## config.mk

```make
export PLATFORM = sky130hd
export DESIGN_NAME = serial_adder
export DESIGN_NICKNAME = d
export VERILOG_FILES = /design/src/rtl/serial_adder_pkg.sv /design/src/rtl/serial_adder_full_adder.sv /design/src/rtl/serial_adder.sv
export SDC_FILE = /design/constraint.sdc
export NUM_CORES = 1
export LEC_CHECK = 0
export ABC_AREA = 1
export CORE_UTILIZATION = 46
export CTS_CLUSTER_SIZE = 20
export DETAILED_ROUTE_END_ITERATION = 6
export HOLD_SLACK_MARGIN = 0.06
export PLACE_DENSITY = 0.7
export SLEW_MARGIN = 40
export SYNTH_ARGS = -nofsm -noshare
export SYNTH_HDL_FRONTEND = slang
export SYNTH_SLANG_ARGS = --single-unit
export TNS_END_PERCENT = 10
```

## constraint.sdc

```tcl
create_clock -name clk -period 1.39 [get_ports clk]
set_input_delay 0.139 -clock clk [delete_from_list [all_inputs] [get_ports clk]]
set_output_delay 0.139 -clock clk [all_outputs]
set_load 0.01 [all_outputs]
```

## src/rtl/serial_adder_pkg.sv

```systemverilog
`default_nettype none
// ============================================================================
//  Module      : serial_adder_pkg
//  Description : Shared types and helpers for the bit-serial adder.
//                Provides the FSM state type and the bit-counter width
//                helper used by serial_adder.
//  Revision    : 1.0  initial release
// ============================================================================
package serial_adder_pkg;

  typedef enum logic [1:0] {
    IDLE = 2'd0,
    RUN  = 2'd1,
    DONE = 2'd2
  } sa_state_t;

  // Width of the bit counter for a WIDTH-bit operand; never below one bit.
  function automatic int cnt_width(input int w);
    return (w < 2) ? 1 : $clog2(w);
  endfunction

endpackage
`default_nettype wire

```

## src/rtl/serial_adder_full_adder.sv

```systemverilog
`default_nettype none
// ============================================================================
//  Module      : half_adder / full_adder
//  Description : Combinational one-bit adders. full_adder is built from two
//                half_adder instances plus an OR of their carries.
//  Ports (half_adder) : a, b -> sum, cout
//  Ports (full_adder) : a, b, cin -> sum, cout
//  Revision    : 1.0  initial release
// ============================================================================
module half_adder (
  input  logic a,
  input  logic b,
  output logic sum,
  output logic cout
);

  assign sum  = a ^ b;
  assign cout = a & b;

endmodule

module full_adder (
  input  logic a,
  input  logic b,
  input  logic cin,
  output logic sum,
  output logic cout
);

  logic w_s0;
  logic w_c0;
  logic w_c1;

  half_adder u_ha0 (
    .a    (a),
    .b    (b),
    .sum  (w_s0),
    .cout (w_c0)
  );

  half_adder u_ha1 (
    .a    (w_s0),
    .b    (cin),
    .sum  (sum),
    .cout (w_c1)
  );

  // The two half-adder carries can never both be 1, so OR is sufficient.
  assign cout = w_c0 | w_c1;

endmodule
`default_nettype wire

```

## src/rtl/serial_adder.sv

```systemverilog
`default_nettype none
// ============================================================================
//  Module      : serial_adder
//  Description : Bit-serial adder computing a + b + cin one bit per clock,
//                LSB first, using a single full-adder cell. Operands enter
//                through a valid/ready handshake; the result leaves through
//                a second valid/ready handshake.
//  Ports       : clk, rst (async, active-high)
//                in_valid/in_ready, a, b, cin       - operand input
//                out_valid/out_ready, sum, cout      - result output
//                busy                                - high in RUN or DONE
//  Revision    : 1.0  initial release
// ============================================================================
module serial_adder
  import serial_adder_pkg::*;
#(
  parameter int WIDTH = 8
) (
  input  logic             clk,
  input  logic             rst,
  input  logic             in_valid,
  output logic             in_ready,
  input  logic [WIDTH-1:0] a,
  input  logic [WIDTH-1:0] b,
  input  logic             cin,
  output logic             out_valid,
  input  logic             out_ready,
  output logic [WIDTH-1:0] sum,
  output logic             cout,
  output logic             busy
);

  localparam int              c_CW   = cnt_width(WIDTH);
  localparam logic [c_CW-1:0] c_LAST = c_CW'(WIDTH - 1);
  localparam logic [c_CW-1:0] c_ONE  = c_CW'(1);

  sa_state_t        r_state;
  logic [WIDTH-1:0] r_a_sh;
  logic [WIDTH-1:0] r_b_sh;
  logic [WIDTH-1:0] r_sum_sh;
  logic             r_carry;
  logic [c_CW-1:0]  r_cnt;
  logic [WIDTH-1:0] r_sum;
  logic             r_cout;
  logic             r_out_valid;
  logic             r_busy;

  logic             w_fa_sum;
  logic             w_fa_cout;
  logic [WIDTH-1:0] w_sum_next;

  full_adder u_fa (
    .a    (r_a_sh[0]),
    .b    (r_b_sh[0]),
    .cin  (r_carry),
    .sum  (w_fa_sum),
    .cout (w_fa_cout)
  );

  // New sum bit enters at the MSB so that after WIDTH shifts bit 0 is the LSB.
  assign w_sum_next = {w_fa_sum, r_sum_sh[WIDTH-1:1]};

  always_ff @(posedge clk or posedge rst) begin
    if (rst) begin
      r_state     <= IDLE;
      r_a_sh      <= '0;
      r_b_sh      <= '0;
      r_sum_sh    <= '0;
      r_carry     <= 1'b0;
      r_cnt       <= '0;
      r_sum       <= '0;
      r_cout      <= 1'b0;
      r_out_valid <= 1'b0;
      r_busy      <= 1'b0;
    end else begin
      case (r_state)
        IDLE: begin
          if (in_valid) begin
            r_a_sh   <= a;
            r_b_sh   <= b;
            r_carry  <= cin;
            r_sum_sh <= '0;
            r_cnt    <= '0;
            r_busy   <= 1'b1;
            r_state  <= RUN;
          end
        end

        RUN: begin
          r_sum_sh <= w_sum_next;
          r_a_sh   <= r_a_sh >> 1;
          r_b_sh   <= r_b_sh >> 1;
          r_carry  <= w_fa_cout;
          if (r_cnt == c_LAST) begin
            // Result registers are refreshed only here, so outside DONE
            // they keep showing the last completed result.
            r_sum       <= w_sum_next;
            r_cout      <= w_fa_cout;
            r_out_valid <= 1'b1;
            r_state     <= DONE;
          end else begin
            r_cnt <= r_cnt + c_ONE;
          end
        end

        DONE: begin
          if (out_ready) begin
            r_out_valid <= 1'b0;
            r_busy      <= 1'b0;
            r_state     <= IDLE;
          end
        end

        default: begin
          r_state     <= IDLE;
          r_out_valid <= 1'b0;
          r_busy      <= 1'b0;
        end
      endcase
    end
  end

  // Qualified with rst so the block reports not-ready while reset is held.
  assign in_ready  = (r_state == IDLE) && !rst;
  assign out_valid = r_out_valid;
  assign sum       = r_sum;
  assign cout      = r_cout;
  assign busy      = r_busy;

endmodule
`default_nettype wire

```

* Word level (Yosys, flattened, before mapping)
Cells that the tools add are included.
Word-level totals: register bits after elaboration 41, input port bits 21, output and inout bits 12, logic and storage cells 55
Cells by class: add/sub/neg operators 1, equality and inequality tests 7, multiplexer cells 20, bitwise logic cells 7, reductions and logical operators 10
Operators by type and width (count):
- $pmux W8 S2 | 3
- $mux W8 | 3
- $reduce_and A3 Y1 | 4
- $ne A2 B2 Y1 const B | 4
- $mux W2 | 3
- $mux W3 | 2
- $pmux W1 S3 | 2
- $pmux W2 S3 | 1
- $pmux W3 S2 | 1
- $mux W1 | 4
- $reduce_and A2 Y1 | 2
- $add A3 B1 Y3 const B | 1
- $eq A3 B3 Y1 const B | 1
- $and A1 B1 Y1 | 2
- $eq A2 B1 Y1 const B | 1
- $eq A2 B2 Y1 const B | 1
- $logic_not A2 Y1 | 1
- $not A1 Y1 | 2
- $pmux W1 S2 | 1
- $reduce_bool A2 Y1 | 1
- $xor A1 B1 Y1 | 2
- $logic_and A1 B1 Y1 | 1
- $logic_not A1 Y1 | 1
- $or A1 B1 Y1 | 1

* Depth between registers and ports, before layout
depth in word-level cells 4, gate-level depth with buffers 8, gate-level depth less buffers 7

* By module
Synthesis repeated with hierarchy kept, for this count alone.
Second synthesis, totals: cell total of the unflattened synthesis 226, area, all modules 1840.5 µm²
Modules (own cells, without submodules):
- serial_adder | instances 1, cells an instance 221, area an instance 1804.2 µm², seq. area each 1001.0 µm²
- half_adder | instances 2, cells an instance 1, area an instance 12.5 µm², seq. area each 0.0 µm²
- full_adder | instances 1, cells an instance 3, area an instance 11.3 µm², seq. area each 0.0 µm²

* Least setup slack after synthesis
OpenSTA, ideal clock, no wires.
path type reg2reg, start register r_cnt[0], end register r_sum[1] (netlist: sum[1]), library setup time 121 ps, data arrival time 1218 ps, required time 1269 ps, path slack 51 ps, stages on the path, launching flop included 8, buffers on the path 1, clock period less this slack 1339 ps, cell sequence dfrtp_1 > ha_1 > ha_1 > inv_1 > nor2_4 > inv_2 > buf_4 > o21ai_1
On the way: longest elaborated chain between the ends 2
Ends and longest elaborated chain:
- start, declared | RTL line serial_adder.sv:42 | logic [c_CW-1:0] r_cnt;
- start signal, assigned | RTL line serial_adder.sv:102 | r_cnt <= r_cnt + c_ONE;
- $eq A3 B3 Y1 | RTL line serial_adder.sv:94 | if (r_cnt == c_LAST) begin
- $reduce_and A2 Y1 (no line)
- end signal, assigned | RTL line serial_adder.sv:97 | r_sum <= w_sum_next;
- end, declared | RTL line serial_adder.sv:43 | logic [WIDTH-1:0] r_sum;
Every way passes these cells. A chain may end at the register's enable or synchronous reset.

* Worst setup path after layout
start register r_state[1], end output port in_ready
On the way: longest elaborated chain between the ends 2
Ends and longest elaborated chain:
- start, declared | RTL line serial_adder.sv:37 | sa_state_t r_state;
- start signal, assigned | RTL line serial_adder.sv:65 | r_state <= IDLE;
- start signal, assigned | RTL line serial_adder.sv:85 | r_state <= RUN;
- start signal, assigned | RTL line serial_adder.sv:100 | r_state <= DONE;
- $logic_not A2 Y1 | RTL line serial_adder.sv:124 | assign in_ready = (r_state == IDLE) && !rst;
- $logic_and A1 B1 Y1 | RTL line serial_adder.sv:124
- end, declared | RTL line serial_adder.sv:22 | output logic in_ready,
Every way passes these cells.

==> impl.org <==
** Run status
- Result of the run :: complete, no violations

** Worst setup path
- Together, buffers and inverters on the worst path number 1.
- Slowest CP cell :: dfrtp_2
- STA classifies the critical path endpoint as an output pin.
- On the worst path, the slowest cell contributes a delay of 0.45 ns.
- Setup slack on the worst reg-to-reg path comes out at 0.10 ns.
- Largest fanout on the critical path :: 5
- On the critical path the largest part of the delay comes from flip-flops.
- Crit path arrival time :: 1.19 ns
- Crit-path cells :: nor3_1 > clkdlybuf4s15_1
- Kind of critical path :: reg -> out
- Origin of the critical flop-to-flop path :: r_state[1]
- The number of cells on the worst reg-to-reg path is 5.
- Critical register-to-register path endpoint :: r_sum_sh[1]
- Data required time at the worst endpoint :: around 1.3 ns
- Setup crit start kind :: flip-flop

** Global routing
- Summed over all layers, the global routing overflow is 0.
- Antenna violations before repair :: 0
- Entering global routing, the biggest net connects 41 pins.
- The number of global-route vias before repair was between 1k and 1.5k.
- Global router's overall resource usage :: 0.2054
- First-pass GRT wire length :: roughly 6500 microns

** Floorplanning
- Die extent in y :: 64.76 microns
- During I/O placement, the number of pins put on the boundary was 33.
- The die is between 60 and 70 microns wide.
- The floorplan step defined a die boundary enclosing approximately 4200 sq um.
- The initialized floorplan defines 22 standard-cell rows.
- Core Area :: 3716 sq um
- Effective utilization at floorplan :: 0.4875

** Synthesis
- The share of the Yosys chip area taken by registers is 0.5525.
- Post-synth top area share :: 0.5525
- In this run the cell area of the synthesized design comes to 1812 sq um.
- Largest area contributor in the synthesized netlist :: dfrtp_1
- When the netlist entered floorplanning its net count stood at 246.
- Top post-synthesis cells by area :: dfrtp_1 55%, nand2_1 26%, o21ai_1 3.9%
- Flop and latch count out of synthesis :: 40
- Number of different library cells in the post-synthesis netlist :: 19
- Yosys printed 0 warnings.
- Mapped Cells :: around 220
- Averaged over all synthesized cells, the footprint is approximately 8.2 sq um.

** Cells and area
- In the final layout, the share of cells above drive strength 1 is 0.1098.
- Synthesis-to-finish area growth :: 29.56%
- Most frequent cells in the layout :: 124 x nand2_1, 38 x dfrtp_1, 31 x clkdlybuf4s50_1
- The number of antenna diodes in the final layout is 0.
- The final layout contains 287 nets.
- Fill cell total of the finished layout :: ~360
- Fin util :: 0.6317
- The library cell used most frequently in the layout, excluding fill and tap cells, is nand2_1.
- Area of the multi-input gates :: about 690 sq um
- Combined flip-flop and latch cell area :: 1003 sq um

** Drt
- Violation count after the first detailed-route iteration :: 96
- For this block, wires on met1 add up to between 1500 and 2000 microns.
- Routed wl met3 :: around 140 microns
- In the routed layout, each cell is associated on average with a via count of around 4.8.
- Routed signal wires occupy layers up through met4.
- Wire segments on met2 add up to 1715 microns in the final route.
- Total length of routed wires :: roughly 3600 microns
- Across all layers, the routed design uses roughly 1.5k vias.
- For this run, design rule violations remaining after detail routing come to 0.
- First-pass detailed-route iteration total :: 4
- Wire length per cell :: 11.45 microns
- The detail route stage leaves a number of antenna-violating nets equal to 0.

** Clocking
- Clock tree synthesis inserted a total of 5 buffers.
- Total number of clock tree sinks :: 40
- CTS clk-pin slew, worst paths :: around 0.080 ns
- No sink is reached through more buffers than the 2 on the longest clock path.
- TritonCTS built the clock tree.
- The H-tree was split into 2 levels.
- Clock latency reported for the late side of the worst-skew pair :: between 0.2 and 0.3 ns
- In this run the clock root is driven by a clkbuf_8.

** Job
- Max-cap check violation count :: 0

** Power and ir drop
- Summed over all cells, the static leakage comes to approximately 1.2 nW.
- Highest ir drop seen on vdd :: ~1 mV
- Total power divided by cell area :: 2098 nW/um^2

** STA
- Setup total negative slack on the finished layout was measured at 0 ns.
- On the final layout, the worst clock skew is between 0.008 and 0.009 ns.
- Subtracting the final worst setup slack from the clock period gives 1.331 ns.
- Setup violations remaining at the end of the flow were counted as 0.
- The number of pins with negative max-slew slack in the final report came to 0.
- Highest clock rate :: 751.5 MHz
- Actual transition at the worst max-transition pin :: ~0.35 ns
- Worst hold margin :: around 0.23 ns
- In the finished design, the share of the clock period the worst path needs comes to 0.9573.
- Final-report hold violation count :: 0
- Setup slack closes at around 0.059 ns.
- Setup repair after global routing missed its margin :: yes
- Headroom to the max-slew limit came out at 0.7645.

** Place
- Post-DP HPWL :: between 2000 and 2500 microns
- At the end of routability-driven placement, the weighted congestion stood at roughly 0.75.
- Port buffer count :: 32
- Timing analysis after detailed placement gives a worst setup slack of -0.02650 ns.

** Worst hold path
- Class of the tightest hold or removal check :: in -> async
## report_power, final
group | switching, mW | internal [mW] | total, mW
Clock | 0.399 | 0.531 | 0.930
Sequential | 0.256 | 1.62 | 1.88
Combinational | 1.21 | 0.907 | 2.11
Total | 1.86 | 3.06 | 4.92
## cells by family after synthesis
| kind of cell | count (synthesis) | synth area share |
|---|---|---|
| adders and majority gates | 3 | 0.02486 |
| and+or+nand+nor | 140 | 0.3108 |
| buffers and inverters | 23 | 0.06768 |
| AOI/OAI and AO/OA | 16 | 0.04420 |
| DFF | 40 | 0.5525 |
## worst max path at each step
stage                from          end  slack, ns  cells past startpoint
5_1_grt        r_state[1]  r_sum_sh[1]      -0.03                      5
3_3_place_gp          rst     in_ready       0.01                      3
2_1_floorplan    r_cnt[0]       sum[1]       0.05                      7
4_1_cts        r_state[1]     r_cnt[0]      0.008                      7
3_5_place_dp     r_cnt[0]       sum[4]      -0.03                      7
6_report       r_state[1]     in_ready       0.06                      2
## worst reg2reg max path: stages, from the launching register on
cell,delay [ns]
dfrtp_2,0.45
nor2_2,0.19
nand2_1,0.11
nand2_2,0.29
nand2_1,0.11
o21ai_1,0.09
## repair_timing
item | in CTS | in global routing
hold buffers | 0 | 0
endpoints found under the setup margin | 9 | 31
resized for setup | 2 | 7
setup buffers | 0 | 0
## state kept, by name (all words and copies together) (netlist names)
signal	count
r_state	2
r_sum_sh	7
r_carry	1
cout	1
r_b_sh	8
busy	1
r_cnt	3
out_valid	1
r_a_sh	8
sum	8
## per-layer routing
metal,GRT usage,vias up
met1,0.2537,702
met5,0,-
met3,0.05810,5
met2,0.3398,34
met4,0.07500,0
li1,-,763
## cell usage after synthesis, drive strengths merged
library cell,count
nor2,3
buf,8
fa,1
dfrtp,40
nand3b,1
o21ai,16
nor3,1
nand2,127
nand3,8
inv,15
ha,2
## final cells by class
type                       count  share of cell area
clock buffer                   5             0.02932
tap                           48             0.02559
multi-input combinational    159              0.2932
inverter                      15             0.02719
sequential                    40              0.4275
timing repair buffer          42              0.1791
clock inverter                 3             0.01812
## metrics by stage
stage | power [mW] | area (sq um) | std cells
after floorplan | 3.271 | 1812 | 222
after global placement | 3.926 | 2226 | 304
after detailed placement | 4.003 | 2226 | 304
after CTS | 4.965 | 2338 | 312
after global routing | 5.366 | 2347 | 312
final | 4.925 | 2347 | 312
(Power assumes the default switching activity.)
